==> config.mk <==
export PLATFORM = sky130hd
export DESIGN_NAME = song_sequencer
export DESIGN_NICKNAME = d
export VERILOG_FILES = /design/src/rtl/song_sequencer.sv
export SDC_FILE = /design/constraint.sdc
export NUM_CORES = 1
export LEC_CHECK = 0
export CORE_MARGIN = 2
export CORE_UTILIZATION = 35
export CTS_BUF_LIST = sky130_fd_sc_hd__clkbuf_4
export CTS_CLUSTER_SIZE = 24
export DETAILED_ROUTE_END_ITERATION = 16
export SYNTH_ARGS = -nofsm -noshare
export SYNTH_HDL_FRONTEND = slang
export SYNTH_SLANG_ARGS = --single-unit
==> constraint.sdc <==
create_clock -name clk -period 2.7 [get_ports clk]
set_input_delay 0.81 -clock clk [delete_from_list [all_inputs] [get_ports clk]]
set_output_delay 0.81 -clock clk [all_outputs]
set_load 0.01 [all_outputs]
==> src/rtl/song_sequencer.sv <==
// Auto-play sequencer: walks a synchronous song ROM and drives note/octave codes
// to the Buzzer with per-note duration, inter-note silence, pause and stop.
module song_sequencer #(
   parameter int unsigned TICKS_PER_UNIT = 12_500_000,
   parameter int unsigned GAP_TICKS      = 1_000_000,
   parameter int unsigned NUM_SONGS      = 4,
   parameter int unsigned SONG_LEN       = 64,
   localparam int unsigned SW = $clog2(NUM_SONGS),
   localparam int unsigned PW = $clog2(SONG_LEN),
   localparam int unsigned AW = SW + PW
) (
   input  logic          clk,
   input  logic          rst_n,
   input  logic          start,
   input  logic          stop,
   input  logic          pause,
   input  logic          song_next,
   input  logic          song_prev,
   output logic [AW-1:0] rom_addr,
   input  logic [10:0]   rom_data,
   output logic [3:0]    note_out,
   output logic [1:0]    octave_out,
   output logic [SW-1:0] song_idx,
   output logic          busy,
   output logic          done
);

   localparam int unsigned TW = $clog2(15 * TICKS_PER_UNIT + 1);
   typedef logic [TW-1:0] timer_t;
   localparam timer_t        TPU       = timer_t'(TICKS_PER_UNIT);
   localparam timer_t        GAP       = timer_t'(GAP_TICKS);
   localparam logic [PW-1:0] LAST_STEP = PW'(SONG_LEN - 1);

   typedef enum logic [2:0] {
      S_IDLE,
      S_FETCH,
      S_LOAD,
      S_PLAY,
      S_GAP,
      S_DONE
   } state_t;

   state_t        state_q, state_d;
   logic [PW-1:0] step_q, step_d;
   logic [SW-1:0] song_q, song_d;
   timer_t        timer_q, timer_d;
   logic [3:0]    note_q, note_d;
   logic [1:0]    oct_q, oct_d;
   logic [AW-1:0] rom_addr_q;
   logic [3:0]    dur_eff;

   // A zero duration plays as one unit.
   assign dur_eff = (rom_data[9:6] == 4'd0) ? 4'd1 : rom_data[9:6];

   // NOTE: every variable gets its hold value first so no path through the case infers a latch.
   always_comb begin
      state_d = state_q;
      step_d  = step_q;
      song_d  = song_q;
      timer_d = timer_q;
      note_d  = note_q;
      oct_d   = oct_q;
      unique case (state_q)
         S_IDLE: begin
            if (start && !stop) begin
               step_d  = '0;
               state_d = S_FETCH;
            end else if (song_next ^ song_prev) begin
               song_d = song_next ? song_q + SW'(1) : song_q - SW'(1);
            end
         end
         S_FETCH: state_d = S_LOAD;
         S_LOAD: begin
            note_d = rom_data[3:0];
            oct_d  = rom_data[5:4];
            if (rom_data[10]) begin
               state_d = S_DONE;
            end else begin
               timer_d = timer_t'(dur_eff) * TPU - GAP;
               state_d = S_PLAY;
            end
         end
         S_PLAY: begin
            if (!pause) begin
               if (timer_q == timer_t'(1)) begin
                  timer_d = GAP;
                  state_d = S_GAP;
               end else begin
                  timer_d = timer_q - timer_t'(1);
               end
            end
         end
         S_GAP: begin
            if (!pause) begin
               if (timer_q == timer_t'(1)) begin
                  if (step_q == LAST_STEP) begin
                     state_d = S_DONE;
                  end else begin
                     step_d  = step_q + PW'(1);
                     state_d = S_FETCH;
                  end
               end else begin
                  timer_d = timer_q - timer_t'(1);
               end
            end
         end
         S_DONE:  state_d = S_IDLE;
         default: state_d = S_IDLE;
      endcase
      if (stop && state_q != S_IDLE) state_d = S_IDLE;
   end

   // NOTE: state registers use non-blocking assignments so all flops update together at the edge.
   always_ff @(posedge clk or negedge rst_n) begin
      if (!rst_n) begin
         state_q    <= S_IDLE;
         step_q     <= '0;
         song_q     <= '0;
         timer_q    <= '0;
         note_q     <= '0;
         oct_q      <= '0;
         rom_addr_q <= '0;
      end else begin
         state_q    <= state_d;
         step_q     <= step_d;
         song_q     <= song_d;
         timer_q    <= timer_d;
         note_q     <= note_d;
         oct_q      <= oct_d;
         rom_addr_q <= {song_d, step_d};
      end
   end

   assign rom_addr   = rom_addr_q;
   assign note_out   = (state_q == S_PLAY && !pause) ? note_q : 4'd0;
   assign octave_out = oct_q;
   assign song_idx   = song_q;
   assign busy       = (state_q != S_IDLE);
   assign done       = (state_q == S_DONE);

endmodule

==> impl_metrics.ini, run 1 <==
[status]
status = complete, but fails checks
violations = setup timing

[timing]
setup_viol = 11
post-route-period-util_pct = 151.7
relSlewSlack_pct = 60.72
period_minus_slack_ns = 4.095
final_hold_viol_count = 0
fmax_mhz = 244.2
drv_slew = 0
skew_ns = 0.01479
setup_ws_ns = -1.395
rsz0062_at_grt = yes
worst_pin_slew_ns = 0.5847

[power_and_ir_drop]
power_mw = 4.676
p_per_area_mw_per_mm2 = 720.3
static-leakage-power_nw = 2.824
vdd_ir_drop_max_mv = 0.3685

[cts]
insertion_delay_ns = 0.37
htreeDepth = 2
cts_tree = built
cts_sinks = 45
path_clk_slew_ns = 0.15
cts_buffers = 5
clk_path_buf_depth = 2
holdBufCountCts = 0
cts_root_buf = clkbuf_4

[global_route]
grt_max_degree = 46
track_usage_pct = 20.43
antenna_found_initial = 0
grt_first_pass_wirelength_um = 20870
grt_pass1_vias = 4488
grt_overflow = 0

[critical_path]
crit_arrival_ns = 4.34
cp.required_ns = 2.95
cp_slowest_stage_delay_ns = 0.57
cp_max_fo = 8
critPathBufInv = 6
path_cells = buf_8, fa_1, inv_2, buf_4, fa_1, ha_4, buf_4, a21oi_2, buf_4, nor2_1, o21ai_0, a31oi_1, o311ai_4, buf_4, nor4_4, xor2_1, o221ai_1
crit_slowest_cell = fa_1
cp-end-kind = flip-flop
cpMostUsedCell = buf_4
start_kind = input port
critPathKind = in -> reg
crit_family = adder cells

[route]
wl_um = 13570
first_iter_violations = 228
drc_errors = 0
drtAntennaViolNets = 0
wl_per_cell_um = 16.90
avgViaCountPerCell = 5.489
dr.pass1.iters = 4
vias = 4408

[placement]
gp_congestion = 0.8637
portBuffers = 35
hpwl_um = 9390

[synth]
synth_seq_area_share_pct = 28.09
syn-num-nets = 543
postSynthAreaPerCell_um2 = 8.198
syn_inst = 489
yosysWarnings = 0
yosysUniqueCellTypes = 66
synth_area_mm2 = 0.004009
yosysTopAreaCell = dfrtp_1
synth_edf_count = 0
yosysMostFrequentCell = a21oi_1
synth_top_area_share_pct = 28.09
netlist_top_cells_area = dfrtp_1 (28%), ha_1 (8.7%), a21oi_1 (6.2%)
synth_async_sr_flop_share_pct = 100.0
synth-main-ff-cell = dfrtp_1
ys_seq_elements = 45
synthTopCellsByCount = a21oi_1 (50), o21ai_0 (46), dfrtp_1 (45)

[cells_and_area]
nets = 713
multiInputGateArea_mm2 = 0.003358
post-route-util_pct = 57.34
fill_cells = 991
diodes = 0
seq_area_mm2 = 0.001127
area_growth_syn_to_layout_pct = 61.92
drive_gt1_share_pct = 41.82

[hold_path]
holdCritPathClass = in -> async

[floorplanning]
coreArea_mm2 = 0.01132
rows = 39
die_h_um = 111.0
io_pins = 36
die_x_um = 111.0
fp.dieArea_mm2 = 0.01233
start_util_pct = 35.41

[run]
max-cap-violations = 0
flip-flops by register name, indices dropped and copies added (netlist names):
name,flops
octave_out,2
timer_q,28
rom_addr,8
state_q,3
note_q,4
cell families after synthesis:
logic type,share of synthesized area (%)
muxes,1.685
buffers and inverters,5.524
DFF,28.09
and+or+nand+nor,20.91
xor gates and xnor gates,5.243
adders and majority gates,12.73
AOI/OAI and AO/OA,25.81
layout make-up:
cell class	count	area share (%)
inverters	30	1.889
well taps	143	2.756
clock buffers	6	0.6939
flip-flops and latches	45	17.37
clock inverters	2	0.1542
multi-input cells	391	51.73
repair buffers	186	25.40
power by group:
| part | internal, mW | total, mW | switching, mW |
|---|---|---|---|
| clock | 0.110 | 0.341 | 0.231 |
| combinational | 1.62 | 3.22 | 1.60 |
| sequential | 0.886 | 1.11 | 0.225 |
what timing repair did:
action,4_1_cts,5_1_grt
endpoints found under the setup margin,29,32
pin swaps,45,47
gates cloned,0,4
gates resized for setup,87,93
buffers inserted,16,16
placed cells by master, fill, tap and decap left out, types with 6 or more instances in the layout:
cell             netlist  routed
buf_4                  2     127
dfrtp_1               45      44
a21oi_1               50      37
nor2_1                44      34
nand2_1               29      27
clkdlybuf4s50_1        0      24
inv_1                 30      23
ha_1                  28      21
o21ai_0               46      19
buf_6                  1      19
nor3_1                21      17
o21ai_1                1      16
a21oi_2                0      11
nand3_1               11      10
xnor2_1               16      10
o21ai_2                0       9
a31oi_1               10       8
and2_1                 8       7
or3_1                  8       7
fa_1                   8       7
mux2_2                 6       6
ha_4                   0       6
clkbuf_4               0       6
per-layer routing:
metal / up-vias / share of wire [%] / track usage, %
met1: 2125 / 41 / 24.19
li1: 2143 / - / -
met3: 34 / 3.2 / 2.242
met5: - / 0 / 0
met4: 0 / 3.3 / 9.547
met2: 106 / 52 / 36.97
stage by stage:
| stage | hold slack [ns] | setup slack [ns] | instance area (µm²) | TNS, ns | std cells |
|---|---|---|---|---|---|
| global placement | 0.4704 | -2.205 | 5448 | -23.41 | 765 |
| CTS | 0.5198 | -1.305 | 5932 | -11.97 | 787 |
| detailed placement | 0.4906 | -2.354 | 5448 | -24.72 | 765 |
| finish | 0.5080 | -1.395 | 6491 | -12.17 | 803 |
| global route | 0.5362 | -1.509 | 6491 | -13.83 | 803 |
| floorplan | 0.4453 | -1.596 | 4111 | -13.70 | 489 |
path summary, 6_finish.rpt:
check                                  from          end  slack (ns)  cells past startpoint
max in group asynchronous             rst_n   state_q[0]        1.78                      2
worst min-delay path                  rst_n  rom_addr[0]        0.51                      2
min in group clk                  note_q[0]    note_q[0]        0.52                      1
worst max register to register  timer_q[22]  timer_q[14]        0.03                     10
worst min register to register    note_q[0]    note_q[0]        0.52                      1
worst max-delay path            rom_data[9]  timer_q[26]       -1.40                     17
(Power assumes the default switching activity.)
==> run 2, diff against run 1 <==
--- a/config.mk
+++ b/config.mk
@@ -6,10 +6,12 @@
 export NUM_CORES = 1
 export LEC_CHECK = 0
 export CORE_MARGIN = 2
-export CORE_UTILIZATION = 35
+export CORE_UTILIZATION = 55
 export CTS_BUF_LIST = sky130_fd_sc_hd__clkbuf_4
+export CTS_CLUSTER_DIAMETER = 30
 export CTS_CLUSTER_SIZE = 24
 export DETAILED_ROUTE_END_ITERATION = 16
+export PLACE_DENSITY = 0.8
 export SYNTH_ARGS = -nofsm -noshare
 export SYNTH_HDL_FRONTEND = slang
 export SYNTH_SLANG_ARGS = --single-unit
==> impl_metrics.ini, run 2 (synthesized netlist as in run 1, its figures left out) <==
[status]
status = complete, but fails checks
violations = setup timing

[cells_and_area]
diodes = 0
mostFrequentLayoutCells = buf_4 (118), dfrtp_1 (45), a21oi_1 (39)
largest-register = timer_q
final_common_cell = buf_4
area_growth_syn_to_layout_pct = 54.34
nets = 704
fin_area_mm2 = 0.006187
largest_reg_flops = 28
drive_gt1_share_pct = 38.25

[power_and_ir_drop]
p_sw_share_pct = 44.99
vdd_ir_drop_max_mv = 0.5801
pwr-share-seq_pct = 23.9
clkPwrFrac_pct = 9.1
p_int_mw = 2.611
static-leakage-power_nw = 2.745
switching_power_mw = 2.135
p_per_area_mw_per_mm2 = 767.1
pwr-share-comb_pct = 67.0

[cts]
cts_tree = built
insertion_delay_ns = 0.36
cts_root_buf = clkbuf_4
holdBufCountCts = 0
path_clk_slew_ns = 0.14
htreeDepth = 2
cts_sinks = 45
clk_path_buf_depth = 2
cts_buffers = 5

[floorplanning]
die_x_um = 89.38
die_h_um = 89.38
rows = 31
start_util_pct = 56.17
fp.dieArea_mm2 = 0.007988
coreArea_mm2 = 0.007137
io_pins = 36

[route]
drtAntennaViolNets = 0
vias = 4962
wl_um = 15730
dr.pass1.iters = 7
avgViaCountPerCell = 6.616
drc_errors = 0
wl_per_cell_um = 20.97
first_iter_violations = 792

[critical_path]
crit_slowest_cell = a221oi_4
cp.required_ns = 2.97
cp-end-kind = flip-flop
critPathLaunch = rom_data[6]
crit_arrival_ns = 4.46
critPathKind = in -> reg
path_cells = dlygate4sd2_1, nor3b_4, nand2b_4, inv_2, ha_2, fa_1, ha_1, buf_6, a221oi_4, xor2_2, or3_4, o41ai_4, nor4_2, xnor2_1, a21o_1
cp_max_fo = 6
reg2reg_from = timer_q[22]
cp_slowest_stage_delay_ns = 0.48
start_kind = input port

[global_route]
grt_overflow = 0
track_usage_pct = 34.16
grt_max_degree = 30
grt_pass1_vias = 4413
grt_first_pass_wirelength_um = 21170
antenna_found_initial = 0

[timing]
setup_ws_ns = -1.493
rsz0062_at_grt = yes
relSlewSlack_pct = 49.85
setup_viol = 34
post-route-period-util_pct = 155.3
worst_pin_slew_ns = 0.7444
fmax_mhz = 238.5
drv_slew = 0
period_minus_slack_ns = 4.193
final_hold_viol_count = 0
skew_ns = 0.01165
whs_ns = 0.3639

[placement]
portBuffers = 35
hpwl_um = 9179
placed_area_mm2 = 0.005340
dp_slack_ns = -2.382
gp_congestion = 0.9103

[hold_path]
holdCritPathClass = in -> async

[run]
max-cap-violations = 0
run 2: cell types whose count changed in the layout (fill, tap and decap cells not counted), sizes merged:
cell and change:
clkdlybuf4s15 -1, clkdlybuf4s50 +1, dlygate4sd2 +1, buf -9, bufinv +1, dlymetal6s2s -1
clkinv -1
run 2: final cells by class:
cell class                      count  area, µm²
Clock buffer                        6      45.04
Timing Repair Buffer              177       1559
Inverter                           30      117.6
Fill cell                         345      949.7
Tap cell                           99      123.9
Clock inverter                      2      33.78
Sequential cell                    45       1126
Multi-Input combinational cell    391       3182
run 2: per-layer routing:
layer	vias to the layer above	GRT usage [%]	wire, µm
met5	-	0	0
met4	0	17.10	1110
met3	133	7.018	1305
met2	389	59.80	7729
met1	2314	39.44	5581
li1	2126	-	-
run 2: critical path, delay by kind of cell:
family | cells | cell delay [ns]
AOI/OAI and AO/OA | 3 | 1.02
xor gates and xnor gates | 2 | 0.31
adders and majority gates | 3 | 0.98
buffers and inverters | 3 | 0.46
and+or+nand+nor | 4 | 0.87
run 2: path summary, 6_finish.rpt:
| kind | end | depth (start not counted) | slack [ns] |
|---|---|---|---|
| max | timer_q[27] | 15 | -1.49 |
| min | timer_q[14] | 1 | 0.36 |
| max reg2reg | timer_q[8] | 10 | -0.24 |
| min reg2reg | rom_addr[7] | 1 | 0.52 |
| max in group asynchronous | rom_addr[7] | 2 | 1.84 |
| min in group clk | rom_addr[7] | 1 | 0.52 |
run 2: power groups by stage:
| stage | logic, mW | registers [mW] | clock network (mW) |
|---|---|---|---|
| 5_1_grt | 3.35 | 1.14 | 0.456 |
| 4_1_cts | 2.77 | 1.08 | 0.425 |
| 6_report | 3.18 | 1.13 | 0.434 |
| 2_1_floorplan | 1.34 | 1.07 | 0 |
| 3_3_place_gp | 2.19 | 1.08 | 0 |
| 3_5_place_dp | 2.27 | 1.09 | 0 |
run 2: per-stage QoR:
step                std cells  power (mW)  utilization (%)  setup TNS, ns
floorplan                 489       2.410                -         -13.70
global placement          714       3.272            74.82         -23.24
detailed placement        714       3.357            74.82         -24.43
CTS                       734       4.272            81.56         -12.59
global route              750       4.946            86.69         -17.59
finish                    750       4.746            86.69         -15.68
run 2: what timing repair did:
action / in CTS / in global routing
setup endpoints to repair: 32 / 24
setup buffers: 14 / 12
gates cloned: 0 / 4
pin swaps: 41 / 32
gates resized for setup: 82 / 65
hold endpoints to repair: 0 / 0
==> run 3, diff against run 2 <==
--- a/config.mk
+++ b/config.mk
@@ -5,6 +5,7 @@
 export SDC_FILE = /design/constraint.sdc
 export NUM_CORES = 1
 export LEC_CHECK = 0
+export CAP_MARGIN = 20
 export CORE_MARGIN = 2
 export CORE_UTILIZATION = 55
 export CTS_BUF_LIST = sky130_fd_sc_hd__clkbuf_4
==> results of run 3 <==
Final layout, timing and power as in run 2 (identical DEF).
